==> src/rtl/calendar_pkg.sv <==
// Shared constants and the leap-year rule for the calendar counter and its
// days-in-month decoder.
package calendar_pkg;

    localparam int DAY_W   = 5;
    localparam int MONTH_W = 4;

    localparam logic [MONTH_W-1:0] JAN = 4'd1;
    localparam logic [MONTH_W-1:0] FEB = 4'd2;
    localparam logic [MONTH_W-1:0] MAR = 4'd3;
    localparam logic [MONTH_W-1:0] APR = 4'd4;
    localparam logic [MONTH_W-1:0] MAY = 4'd5;
    localparam logic [MONTH_W-1:0] JUN = 4'd6;
    localparam logic [MONTH_W-1:0] JUL = 4'd7;
    localparam logic [MONTH_W-1:0] AUG = 4'd8;
    localparam logic [MONTH_W-1:0] SEP = 4'd9;
    localparam logic [MONTH_W-1:0] OCT = 4'd10;
    localparam logic [MONTH_W-1:0] NOV = 4'd11;
    localparam logic [MONTH_W-1:0] DEC = 4'd12;

    localparam int LEAP_NONE = 0;
    localparam int LEAP_DIV4 = 1;
    localparam int LEAP_GREG = 2;

    // Year is zero-extended by the caller so the rule sees the unsigned register value.
    function automatic logic leap_year(input logic [31:0] y, input int mode);
        logic div4;
        logic div100;
        logic div400;
        div4   = (y % 32'd4)   == 32'd0;
        div100 = (y % 32'd100) == 32'd0;
        div400 = (y % 32'd400) == 32'd0;
        case (mode)
            LEAP_DIV4: leap_year = div4;
            LEAP_GREG: leap_year = div4 && (!div100 || div400);
            default:   leap_year = 1'b0;
        endcase
    endfunction

endpackage

==> src/rtl/calendar_counter_month_len.sv <==
// Days-in-month decoder; out-of-range month numbers report zero days so any
// day compared against them is rejected.
module month_len
    import calendar_pkg::*;
(
    input  logic [MONTH_W-1:0] month,
    input  logic               leap,
    output logic [DAY_W-1:0]   dim,
    output logic               is_31
);

    always_comb begin
        dim = 5'd0;
        case (month)
            JAN, MAR, MAY, JUL, AUG, OCT, DEC: dim = 5'd31;
            APR, JUN, SEP, NOV:                dim = 5'd30;
            FEB:                               dim = leap ? 5'd29 : 5'd28;
            default:                           dim = 5'd0;
        endcase
    end

    assign is_31 = (dim == 5'd31);

endmodule

==> src/rtl/calendar_counter.sv <==
// Day/month/year counter advancing one day per tick, with validated date load
// and registered month/year rollover pulses.
module calendar_counter
    import calendar_pkg::*;
#(
    parameter int YEAR_W     = 12,
    parameter int YEAR_RESET = 2000,
    parameter int LEAP_MODE  = 2
) (
    input  logic               clk,
    input  logic               rst_n,
    input  logic               tick,
    input  logic               load,
    input  logic [DAY_W-1:0]   load_day,
    input  logic [MONTH_W-1:0] load_month,
    input  logic [YEAR_W-1:0]  load_year,
    output logic [DAY_W-1:0]   day,
    output logic [MONTH_W-1:0] month,
    output logic [YEAR_W-1:0]  year,
    output logic [DAY_W-1:0]   dim,
    output logic               is_31,
    output logic               leap,
    output logic               month_wrap,
    output logic               year_wrap,
    output logic               load_err
);

    logic [DAY_W-1:0]   day_reg, day_next;
    logic [MONTH_W-1:0] month_reg, month_next;
    logic [YEAR_W-1:0]  year_reg, year_next;
    logic               month_wrap_reg, month_wrap_next;
    logic               year_wrap_reg, year_wrap_next;
    logic               load_err_reg, load_err_next;

    // Index 0 decodes the current state, index 1 the date offered for load.
    logic [MONTH_W-1:0] sel_month [2];
    logic [YEAR_W-1:0]  sel_year  [2];
    logic               sel_leap  [2];
    logic [DAY_W-1:0]   sel_dim   [2];
    logic               sel_is31  [2];

    assign sel_month[0] = month_reg;
    assign sel_year[0]  = year_reg;
    assign sel_month[1] = load_month;
    assign sel_year[1]  = load_year;

    genvar gi;
    generate
        for (gi = 0; gi < 2; gi++) begin : g_decode
            assign sel_leap[gi] = leap_year(32'(sel_year[gi]), LEAP_MODE);
            month_len u_month_len (
                .month (sel_month[gi]),
                .leap  (sel_leap[gi]),
                .dim   (sel_dim[gi]),
                .is_31 (sel_is31[gi])
            );
        end
    endgenerate

    logic load_ok;
    assign load_ok = (load_month >= JAN) && (load_month <= DEC) &&
                     (load_day != 5'd0) && (load_day <= sel_dim[1]);

    always_comb begin
        day_next        = day_reg;
        month_next      = month_reg;
        year_next       = year_reg;
        month_wrap_next = 1'b0;
        year_wrap_next  = 1'b0;
        load_err_next   = 1'b0;
        if (load) begin
            // A tick coinciding with a load is dropped whether or not the load is accepted.
            if (load_ok) begin
                day_next   = load_day;
                month_next = load_month;
                year_next  = load_year;
            end else begin
                load_err_next = 1'b1;
            end
        end else if (tick) begin
            if (day_reg < sel_dim[0]) begin
                day_next = day_reg + 5'd1;
            end else begin
                day_next        = 5'd1;
                month_wrap_next = 1'b1;
                if (month_reg == DEC) begin
                    month_next     = JAN;
                    year_next      = year_reg + YEAR_W'(1);
                    year_wrap_next = 1'b1;
                end else begin
                    month_next = month_reg + 4'd1;
                end
            end
        end
    end

    always_ff @(posedge clk or negedge rst_n) begin
        if (!rst_n) begin
            day_reg        <= 5'd1;
            month_reg      <= JAN;
            year_reg       <= YEAR_W'(YEAR_RESET);
            month_wrap_reg <= 1'b0;
            year_wrap_reg  <= 1'b0;
            load_err_reg   <= 1'b0;
        end else begin
            day_reg        <= day_next;
            month_reg      <= month_next;
            year_reg       <= year_next;
            month_wrap_reg <= month_wrap_next;
            year_wrap_reg  <= year_wrap_next;
            load_err_reg   <= load_err_next;
        end
    end

    assign day        = day_reg;
    assign month      = month_reg;
    assign year       = year_reg;
    assign dim        = sel_dim[0];
    assign is_31      = sel_is31[0];
    assign leap       = sel_leap[0];
    assign month_wrap = month_wrap_reg;
    assign year_wrap  = year_wrap_reg;
    assign load_err   = load_err_reg;

endmodule
==> config.mk <==
export PLATFORM = sky130hd
export DESIGN_NAME = calendar_counter
export DESIGN_NICKNAME = d
export VERILOG_FILES = /design/src/rtl/calendar_pkg.sv /design/src/rtl/calendar_counter_month_len.sv /design/src/rtl/calendar_counter.sv
export SDC_FILE = /design/constraint.sdc
export NUM_CORES = 1
export LEC_CHECK = 0
export ABC_AREA = 1
export BUFFER_PORTS_ARGS = -buffer_cell sky130_fd_sc_hd__clkbuf_2
export CAP_MARGIN = 15
export CORE_MARGIN = 2
export CORE_UTILIZATION = 60
export CTS_BUF_LIST = sky130_fd_sc_hd__clkbuf_16
export DETAILED_ROUTE_END_ITERATION = 16
export GPL_TIMING_DRIVEN = 1
export PLACE_DENSITY = 0.84
export SYNTH_ARGS = -nofsm -noshare
export SYNTH_HDL_FRONTEND = slang
export SYNTH_SLANG_ARGS = --single-unit
==> constraint.sdc <==
create_clock -name clk -period 8.7 [get_ports clk]
set_input_delay 0.87 -clock clk [delete_from_list [all_inputs] [get_ports clk]]
set_output_delay 0.87 -clock clk [all_outputs]
set_load 0.1 [all_outputs]
# Word-level counts from Yosys, hierarchy flattened
# Index checks and enable logic that the tools add are counted.
[word_totals]
elab_cells = 96
in_bits = 25
reg_bits = 24
[op_classes]
div = 4
n_eq_ne = 27
magnitude_cmp = 4
mux = 27
n_reduce_logical = 25
addsub = 3
[op_table]
columns = ["op", "n"]
rows = [
  ["32-bit logical NOT", 6],
  ["12-bit by 7-bit remainder unit with 32-bit output (second input constant)", 2],
  ["12-bit by 9-bit remainder unit with 32-bit output (second input constant)", 2],
  ["12-bit two-way mux", 5],
  ["4-bit == test (second input constant)", 10],
  ["4-bit by 3-bit == test with 1-bit output (second input constant)", 8],
  ["5-bit case mux with 3 select lines", 2],
  ["4-bit two-way mux", 5],
  ["5-bit two-way mux", 4],
  ["4-bit by 2-bit == test with 1-bit output (second input constant)", 4],
  ["7-bit OR reduction", 2],
  ["12-bit by 1-bit adder with 12-bit output (second input constant)", 1],
  ["1-bit two-way mux", 11],
  ["4-bit by 1-bit == test with 1-bit output (second input constant)", 2],
  ["4-bit OR reduction", 2],
  ["5-bit by 1-bit adder with 5-bit output (second input constant)", 1],
  ["5-bit == test (second input constant)", 1],
  ["5-bit less-or-equal comparator", 1],
  ["1-bit logical AND", 5],
  ["5-bit less-than comparator", 1],
  ["5-bit nonzero test", 1],
  ["4-bit by 1-bit adder with 4-bit output (second input constant)", 1],
  ["4-bit by 1-bit >= comparator with 1-bit output (second input constant)", 1],
  ["4-bit less-or-equal comparator (second input constant)", 1],
  ["8 further kinds", 11],
]

# Longest topological paths before layout
# Gate-level depths: netlist of run 1.
[depth]
depth_word = 11
depth_mapped = 49

# Cells and area by module
# Synthesis of run 1 repeated with hierarchy kept, for this count alone.
[hier_totals]
hier_cells = 651
hier_area_um2 = 4030.1
[modules_own_cells]
columns = ["mod", "area_each_um2", "cells_per_inst", "n_inst", "seq_area_each_um2"]
rows = [
  ["calendar_counter", 3829.9, 605, 1, 610.6],
  ["month_len", 100.1, 23, 2, 0.0],
]

# Least setup slack after synthesis of run 1
# OpenSTA, ideal clock, no wires.
[synth_path]
path_kind = "input to register"
startpoint = "input load_year[9]"
endpoint = "register year_reg[11], in the netlist year[11]"
arrival_time_ns = 5.548
path_slack_ns = 3.084
n_path_buf = 1
path_stages = 39
cell_sequence = "nor2_2 > a21oi_1 > ha_1 > o21ai_0 > inv_1 > a21oi_4 > nand2_2 > nand2_1 > nand2_1 > o21ai_1 > inv_2 > nand2_2 > nor2_1 > a21oi_1 > nand2_1 > nand2_2 > nand4_1 > nand2_2 > [3 not listed] > nand2_2 > nand3_2 > nand2_1 > nand2_1 > nor2_1 > nand3_1 > a21oi_1 > nand3_1 > nand2_1 > nand2_1 > ha_1 > nand2b_1 > a221oi_1 > nand2_1 > nand2_2 > clkbuf_1 > nand4_1 > nand2_1"
[synth_via]
elab_chain_len = 11
[synth_lines]
columns = ["element", "line", "rtl"]
rows = [
  ["start: declaration", "calendar_counter.sv:16", "input logic [YEAR_W-1:0] load_year,"],
  ["12-bit by 7-bit remainder unit with 32-bit output", "calendar_pkg.sv:31", "div100 = (y % 32'd100) == 32'd0;"],
  ["32-bit logical NOT", "calendar_pkg.sv:31", ""],
  ["1-bit logical NOT", "calendar_pkg.sv:35", "LEAP_GREG: leap_year = div4 && (!div100 || div400);"],
  ["1-bit logical OR *", "calendar_pkg.sv:35", ""],
  ["1-bit logical AND *", "calendar_pkg.sv:35", ""],
  ["1-bit two-way mux *", "calendar_counter_month_len.sv:17", "FEB: dim = leap ? 5'd29 : 5'd28;"],
  ["5-bit case mux with 3 select lines *", "calendar_counter_month_len.sv:14", "case (month)"],
  ["5-bit less-or-equal comparator *", "calendar_counter.sv:62", "(load_day != 5'd0) && (load_day <= sel_dim[1]);"],
  ["1-bit logical AND *", "calendar_counter.sv:62", ""],
  ["2-bit by 1-bit != test with 1-bit output (no source line) *", "n/a", ""],
  ["4-bit AND reduction (no source line) *", "n/a", ""],
  ["end signal: assignment", "calendar_counter.sv:101", "year_reg <= YEAR_W'(YEAR_RESET);"],
  ["end signal: assignment", "calendar_counter.sv:108", "year_reg <= year_next;"],
  ["end: declaration", "calendar_counter.sv:30", "logic [YEAR_W-1:0] year_reg, year_next;"],
]
# Mark *: on every way between the ends. The rest lies on a longest branch, timed or not.
# A chain may end at the register's enable or synchronous reset.

# Worst setup path after layout of run 1
[layout_path]
startpoint = "input load_year[8]"
endpoint = "register day_reg[1], in the netlist day[1]"
[layout_via]
elab_chain_len = 11
[layout_lines]
columns = ["element", "line", "rtl"]
rows = [
  ["12-bit by 7-bit remainder unit with 32-bit output", "calendar_pkg.sv:31", ""],
  ["32-bit logical NOT", "calendar_pkg.sv:31", ""],
  ["1-bit logical NOT", "calendar_pkg.sv:35", ""],
  ["1-bit logical OR *", "calendar_pkg.sv:35", ""],
  ["1-bit logical AND *", "calendar_pkg.sv:35", ""],
  ["1-bit two-way mux *", "calendar_counter_month_len.sv:17", ""],
  ["5-bit case mux with 3 select lines *", "calendar_counter_month_len.sv:14", ""],
  ["5-bit less-or-equal comparator *", "calendar_counter.sv:62", ""],
  ["1-bit logical AND *", "calendar_counter.sv:62", ""],
  ["2-bit by 1-bit != test with 1-bit output (no source line) *", "n/a", ""],
  ["2-bit AND reduction (no source line) *", "n/a", ""],
  ["end signal: assignment", "calendar_counter.sv:106", "day_reg <= day_next;"],
  ["end: declaration", "calendar_counter.sv:28", "logic [DAY_W-1:0] day_reg, day_next;"],
]
# Marks and branches as above.

==> flow_summary.json, run 1 <==
{
  "period_share_pct": 75.5,
  "cts_tree": "built",
  "yosysTopAreaCell": "nand2_1",
  "antenna_found_initial": 0,
  "critPathSlowestCell": "a221oi_1",
  "synth_top_family_by_area": "simple AND/OR/NAND/NOR gates",
  "synth-edff-count": 0,
  "cts_resized": 0,
  "cts_setup_buffers": 0,
  "synth.area.mux_share_pct": 0,
  "yosys.area_share.adder_pct": 5.73,
  "max_cap_violations": 0,
  "rows": 29,
  "hold_viol": 0,
  "synth_top_area_share_pct": 18.9,
  "cp-start-kind": "input pin",
  "drc_errors": 0,
  "final_common_cell": "nand2_1",
  "avgSynthCellArea_um2": 6.12,
  "avgRoutedWirePerCell_um": 13.2,
  "die-area_um2": 7220,
  "finalCriticalPeriod_ps": 6570,
  "gp_congestion": 0.948,
  "synth-simple-area-share_pct": 53.7,
  "ys.flop_type": "dfrtp_1",
  "yosysSeqAreaShare_pct": 15.5,
  "pin_count": 56,
  "layout.nets": 729,
  "crit_type": "in2reg",
  "syn_inst": 643,
  "area_delta_synth_final_pct": 9.48,
  "final_cell_mix": "nand2_1, inv_1, nand4_1, clkbuf_2, nor2_1",
  "clockBufferDepth": 2,
  "vias_per_cell": 5.79,
  "synth_compound_area_share_pct": 9.80,
  "cts.clk_slew.worst_paths_ps": 60,
  "slew_headroom_pct": 42.8,
  "skew_ps": 6.24,
  "setup_viol": 0,
  "drtIter0Drc": 209,
  "worstMarginPinSlew_ps": 852,
  "finalSetupTns_ps": 0,
  "fillers": 579,
  "io_buffers": 55,
  "grt_setup_unrepaired": "no",
  "clkSinkCount": 24,
  "cts-hold-fix-buffers": 0,
  "synth-seq-cells": 24,
  "worstPathRequired_ps": 8840,
  "slew_violations": 0,
  "synth_area_leaders": "nand2_1, dfrtp_1, nand4_1",
  "cpPeakStageDelay_ps": 390,
  "antenna_cells": 0,
  "cts_max_level": 1,
  "numCtsBuffers": 3,
  "worst-path-max-fanout": 19,
  "clock.fmax_mhz": 152,
  "worstPathArrival_ps": 6710,
  "wl_mm": 10.0,
  "fp.dieH_um": 85.0,
  "cts_root_buffer": "clkbuf_16",
  "core_region_area_um2": 6350,
  "drtAntennaViolNets": 0,
  "initial_core_util_pct": 62.0,
  "yosysWarningCount": 0,
  "synth_cell_types": 48,
  "crit_path_end_kind": "flip-flop",
  "grt_max_degree": 25,
  "vias": 4415,
  "grt_pass1_vias": 4016,
  "insertion_delay_ps": 260,
  "synthArstFlopShare_pct": 100,
  "dpl.hpwl_mm": 7.83,
  "die_w_um": 85.0,
  "syn_area_um2": 3930,
  "overflow": 0,
  "drtPass1Iterations": 6,
  "grt_first_pass_wirelength_mm": 17.2,
  "status": "completed",
  "grt_use_total_pct": 28.0,
  "synth_nets": 686,
  "drive_above_1_share_pct": 19.3,
  "min_path_type": "reg2reg",
  "synthXorXnorAreaFrac_pct": 4.90,
  "largest_reg_flops": 12
}
[logic make-up after synthesis]
kind of cell             after synthesis
AO/OA/AOI/OAI                         64
XOR/XNOR                              22
adder cells (fa/ha/maj)               18
flip-flops                            24
buffers and inverters                 96
AND/OR/NAND/NOR                      419
[worst max-delay path, delay by kind of cell]
kind / cells / cell delay [ps]
fa+ha+maj: 2 / 450
buf+inv: 4 / 690
simple gates: 25 / 3370
compound gates: 7 / 1310
[routing by layer]
metal	global-route usage (%)	vias to the layer above	routed length [um]	part of all wire, %
li1	-	2214	-	-
met1	35.5	2044	4200	42
met2	49.4	143	4990	50
met3	3.31	14	626	6.2
met4	8.51	0	202	2.0
met5	0	-	0	0
[final timing paths]
kind                         startpoint        end  slack, ps  cells past startpoint
setup reg to reg                year[7]    year[2]       3610                     36
setup / recovery           load_year[8]     day[1]       2130                     38
hold reg to reg                 year[4]    year[4]        510                      2
hold / removal                  year[4]    year[4]        510                      2
max in group asynchronous         rst_n   load_err       7680                      1
min in group asynchronous         rst_n  year_wrap        620                      1
[cell usage after synthesis, types with 6 or more instances]
cell,instances
nand2_1,198
inv_1,73
nand4_1,55
nor2_1,50
nand3_1,40
a21oi_1,23
nand2_2,21
ha_1,18
dfrtp_1,16
xor2_1,16
nor3_1,15
o21ai_0,13
dfstp_2,8
nand2_4,8
nand3_2,8
o21ai_1,8
clkbuf_1,7
nand3_4,7
nor2_2,7
a31oi_1,6
xnor2_1,6
[cell type report]
| type | instances | area (um^2) | share of cell area, % |
|---|---|---|---|
| repair buffers | 55 | 275 | 6.39 |
| inverters | 79 | 304 | 7.06 |
| multi-input cells | 523 | 2920 | 67.7 |
| clock inverters | 1 | 30.0 | 0.697 |
| flip-flops and latches | 24 | 611 | 14.2 |
| clock buffers | 3 | 75.1 | 1.74 |
| well taps | 77 | 96.3 | 2.24 |
[per-stage QoR]
stage / instance area [um^2] / hold slack, ps / std cells / util (%) / setup WS [ps]
2_1_floorplan: 3930 / 574 / 643 / - / 3080
6_report: 4310 / 511 / 762 / 67.8 / 2130
4_1_cts: 4310 / 512 / 762 / 67.8 / 2200
5_1_grt: 4310 / 520 / 762 / 67.8 / 1370
3_3_place_gp: 4200 / 490 / 758 / 66.2 / 2320
3_5_place_dp: 4200 / 501 / 758 / 66.2 / 1980
Power of run 1 is left out: the tool's default activity adds up to more than one toggle a clock period on the data nets, which glitch-free logic cannot reach.
==> inputs of run 2 (changes only) <==
clock period = 6.2 ns   (was 8.7 ns; I/O delays follow)
==> flow_summary.json, run 2 (synthesis results as in run 1) <==
{
  "status": "completed",
  "slew_violations": 0,
  "cp-start-kind": "input pin",
  "clockBufferDepth": 2,
  "rows": 29,
  "pin_count": 56,
  "grt_first_pass_wirelength_mm": 17.6,
  "antenna_found_initial": 0,
  "numCtsBuffers": 3,
  "finalCriticalPeriod_ps": 5730,
  "hold_viol": 0,
  "area_delta_synth_final_pct": 13.6,
  "final_common_cell": "nand2_1",
  "core_region_area_um2": 6350,
  "setup_viol": 0,
  "antenna_cells": 0,
  "largest_reg_flops": 12,
  "worstPathRequired_ps": 6400,
  "drtPass1Iterations": 6,
  "crit_type": "in2reg",
  "vias_per_cell": 5.87,
  "die-area_um2": 7220,
  "worstMarginPinSlew_ps": 870,
  "gp_congestion": 0.954,
  "layout.nets": 744,
  "drtAntennaViolNets": 0,
  "grt_use_met2_pct": 51.3,
  "gr-usage-met1_pct": 36.8,
  "wl_mm": 10.8,
  "cts.clk_slew.worst_paths_ps": 70,
  "cpMostUsedCell": "nand2_1",
  "drc_errors": 0,
  "cts_tree": "built",
  "clock.fmax_mhz": 175,
  "die_w_um": 85.0,
  "preCtsSetupSlack_ps": 85.5,
  "globalRouteMet3Util_pct": 2.33,
  "crit_family": "simple AND/OR/NAND/NOR gates",
  "drive_above_1_share_pct": 22.4,
  "dpl.hpwl_mm": 8.10,
  "critPathSlowestCell": "a221oi_2",
  "max_cap_violations": 0,
  "cts_root_buffer": "clkbuf_16",
  "vias": 4562,
  "io_buffers": 55,
  "clkSinkCount": 24,
  "min_path_type": "in2async",
  "slew_headroom_pct": 41.6,
  "worst-path-max-fanout": 6,
  "cts_max_level": 1,
  "cp_num_buf_inv": 6,
  "fillers": 551,
  "insertion_delay_ps": 260,
  "hold_slack_ps": 361,
  "skew_ps": 9.05,
  "initial_core_util_pct": 62.0,
  "drtIter0Drc": 315,
  "period_share_pct": 92.4,
  "worstPathArrival_ps": 5930,
  "avgRoutedWirePerCell_um": 13.9,
  "overflow": 0,
  "top_usage_layer": "met2",
  "finalSetupTns_ps": 0,
  "final_cell_mix": "nand2_1, inv_1, nand4_1, clkbuf_2, nor2_1",
  "grt_pass1_vias": 4031,
  "fin_ws_ps": 470,
  "grt_max_degree": 25,
  "fp.dieH_um": 85.0,
  "crit_path_end_kind": "flip-flop",
  "grt_use_total_pct": 28.4,
  "cpPeakStageDelay_ps": 290
}
[run 2: worst paths after layout]
path                       slack (ps)        end  cells past startpoint          from
min                               360  year_wrap                      1         rst_n
min in group clk                  520    year[4]                      2       year[4]
max reg2reg                      1040    year[1]                     32       year[7]
min reg2reg                       520    year[4]                      2       year[4]
max                               470     day[0]                     46  load_year[8]
max in group asynchronous        5430    year[0]                      1         rst_n
[run 2: cell type report]
class                           instances  area [um^2]  area share (%)
Clock inverter                          1         30.0           0.672
Tap cell                               77         96.3            2.16
Clock buffer                            3         75.1            1.68
Inverter                               79          304            6.80
Timing Repair Buffer                   69          380            8.51
Multi-Input combinational cell        524         2970            66.5
Sequential cell                        24          611            13.7
[run 2: metrics by stage]
step	util, %	cells	instance area [um^2]
2_1_floorplan	-	643	3930
3_3_place_gp	66.5	761	4220
3_5_place_dp	66.5	761	4220
4_1_cts	68.2	765	4330
5_1_grt	70.4	777	4470
6_report	70.4	777	4470
[run 2: metal layers]
layer	share of wire [%]	vias up	routed length, um
met4	2.3	0	250
li1	-	2242	-
met5	0	-	0
met1	42	2107	4520
met3	5.0	31	547
met2	51	182	5520
[run 2: repair_timing]
action                     4_1_cts  5_1_grt
setup endpoints to repair        0       21
hold buffers                     0        0
buffers inserted                 0       11
resized for setup                0       14
Power of run 2 is left out for the same reason.
==> inputs of run 3 (changes only) <==
CORE_ASPECT_RATIO = 0.75   (was not set)
SYNTH_HIERARCHICAL = 1   (was not set)
==> flow_summary.json, run 3 <==
{
  "area_delta_synth_final_pct": 11.9,
  "numCtsBuffers": 3,
  "drtIter0Drc": 371,
  "final_cell_mix": "nand2_1, inv_1, clkbuf_2",
  "place_inst": 772,
  "worst-path-max-fanout": 24,
  "grt_pass1_vias": 3969,
  "cpMostUsedCell": "nand2_1",
  "clkSinkCount": 24,
  "rows": 25,
  "slew_headroom_pct": 59.4,
  "layout.nets": 739,
  "worstMarginPinSlew_ps": 609,
  "slew_violations": 0,
  "dr_wl_met3_um": 614,
  "drt-met1-wl_mm": 4.79,
  "preCtsSetupSlack_ps": -43.8,
  "drive_above_1_share_pct": 25.1,
  "die-area_um2": 7390,
  "wl_mm": 10.5,
  "dpl.hpwl_mm": 8.35,
  "max_cap_violations": 0,
  "finalCriticalPeriod_ps": 5750,
  "hold_viol": 0,
  "cp.depth": 43,
  "largest_reg_flops": 12,
  "wl_met2_mm": 5.03,
  "cpPeakStageDelay_ps": 310,
  "rr_worst_depth": 39,
  "routed.top_layer": "met4",
  "vias_per_cell": 5.81,
  "fin_cells": 778,
  "cp_num_buf_inv": 6,
  "crit_type": "in2reg",
  "worstPathArrival_ps": 5930,
  "gp_congestion": 1.01,
  "syn_inst": 650,
  "initial_core_util_pct": 63.1,
  "drtAntennaViolNets": 0,
  "crit_family": "simple AND/OR/NAND/NOR gates",
  "avgSynthCellArea_um2": 6.19,
  "finalSetupTns_ps": 0,
  "avgRoutedWirePerCell_um": 13.5,
  "skew_ps": 2.48,
  "insertion_delay_ps": 260,
  "drc_errors": 0,
  "min_path_type": "in2async",
  "setup_viol": 0,
  "vias": 4518,
  "overflow": 0,
  "clock.fmax_mhz": 174,
  "fin_ws_ps": 447,
  "antenna_found_initial": 0,
  "cp-start-kind": "input pin",
  "grt_first_pass_wirelength_mm": 17.6,
  "cts.clk_slew.worst_paths_ps": 60,
  "antenna_cells": 0,
  "grt_setup_unrepaired": "yes",
  "die_w_um": 98.6,
  "io_buffers": 55,
  "final_common_cell": "nand2_1",
  "fillers": 556,
  "period_share_pct": 92.8,
  "status": "completed",
  "core_region_area_um2": 6380,
  "grt_use_total_pct": 28.3,
  "cts_tree": "built",
  "clockBufferDepth": 2,
  "syn_area_um2": 4030,
  "drtPass1Iterations": 5,
  "crit_path_end_kind": "flip-flop",
  "pin_count": 56,
  "fp.dieH_um": 74.9,
  "grt_max_degree": 25,
  "critPathSlowestCell": "ha_1",
  "hold_slack_ps": 361,
  "cts_max_level": 1,
  "yosysWarningCount": 6,
  "worstPathRequired_ps": 6380,
  "synth_nets": 691,
  "cts_root_buffer": "clkbuf_16"
}
[run 3: area by class of cell]
cell class / instances / area, um^2 / area share [%]
clock buffers: 3 / 75.1 / 1.67
clock inverters: 1 / 30.0 / 0.667
inverters: 91 / 352 / 7.81
multi-input cells: 519 / 3020 / 67.0
flip-flops and latches: 24 / 619 / 13.8
well taps: 81 / 101 / 2.25
repair buffers: 59 / 309 / 6.86
[run 3: per-stage QoR]
stage	utilization, %	instance area, um^2
6_report	70.6	4500
5_1_grt	70.6	4500
4_1_cts	69.6	4440
3_5_place_dp	68.0	4340
3_3_place_gp	68.0	4340
2_1_floorplan	-	4040
[run 3: routing by layer]
layer / global-route usage [%] / vias to the layer above
met2: 49.7 / 186
li1: - / 2259
met3: 3.06 / 18
met4: 4.41 / 0
met1: 39.0 / 2055
met5: 0 / -
[run 3: final timing paths]
kind,start,endpoint,slack (ps)
worst max-delay path,load_year[8],year[6],450
worst min-delay path,rst_n,day[4],360
worst max register to register,year[9],month[0],560
worst min register to register,day[0],day[0],580
max in group asynchronous,rst_n,year[11],5400
min in group clk,day[0],day[0],580
[run 3: repair_timing]
| item | in CTS | in global routing |
|---|---|---|
| hold buffers | 0 | 0 |
| setup endpoints to repair | 0 | 21 |
| buffers inserted | 0 | 2 |
| gates resized for setup | 0 | 13 |
Power of run 3 is left out for the same reason.
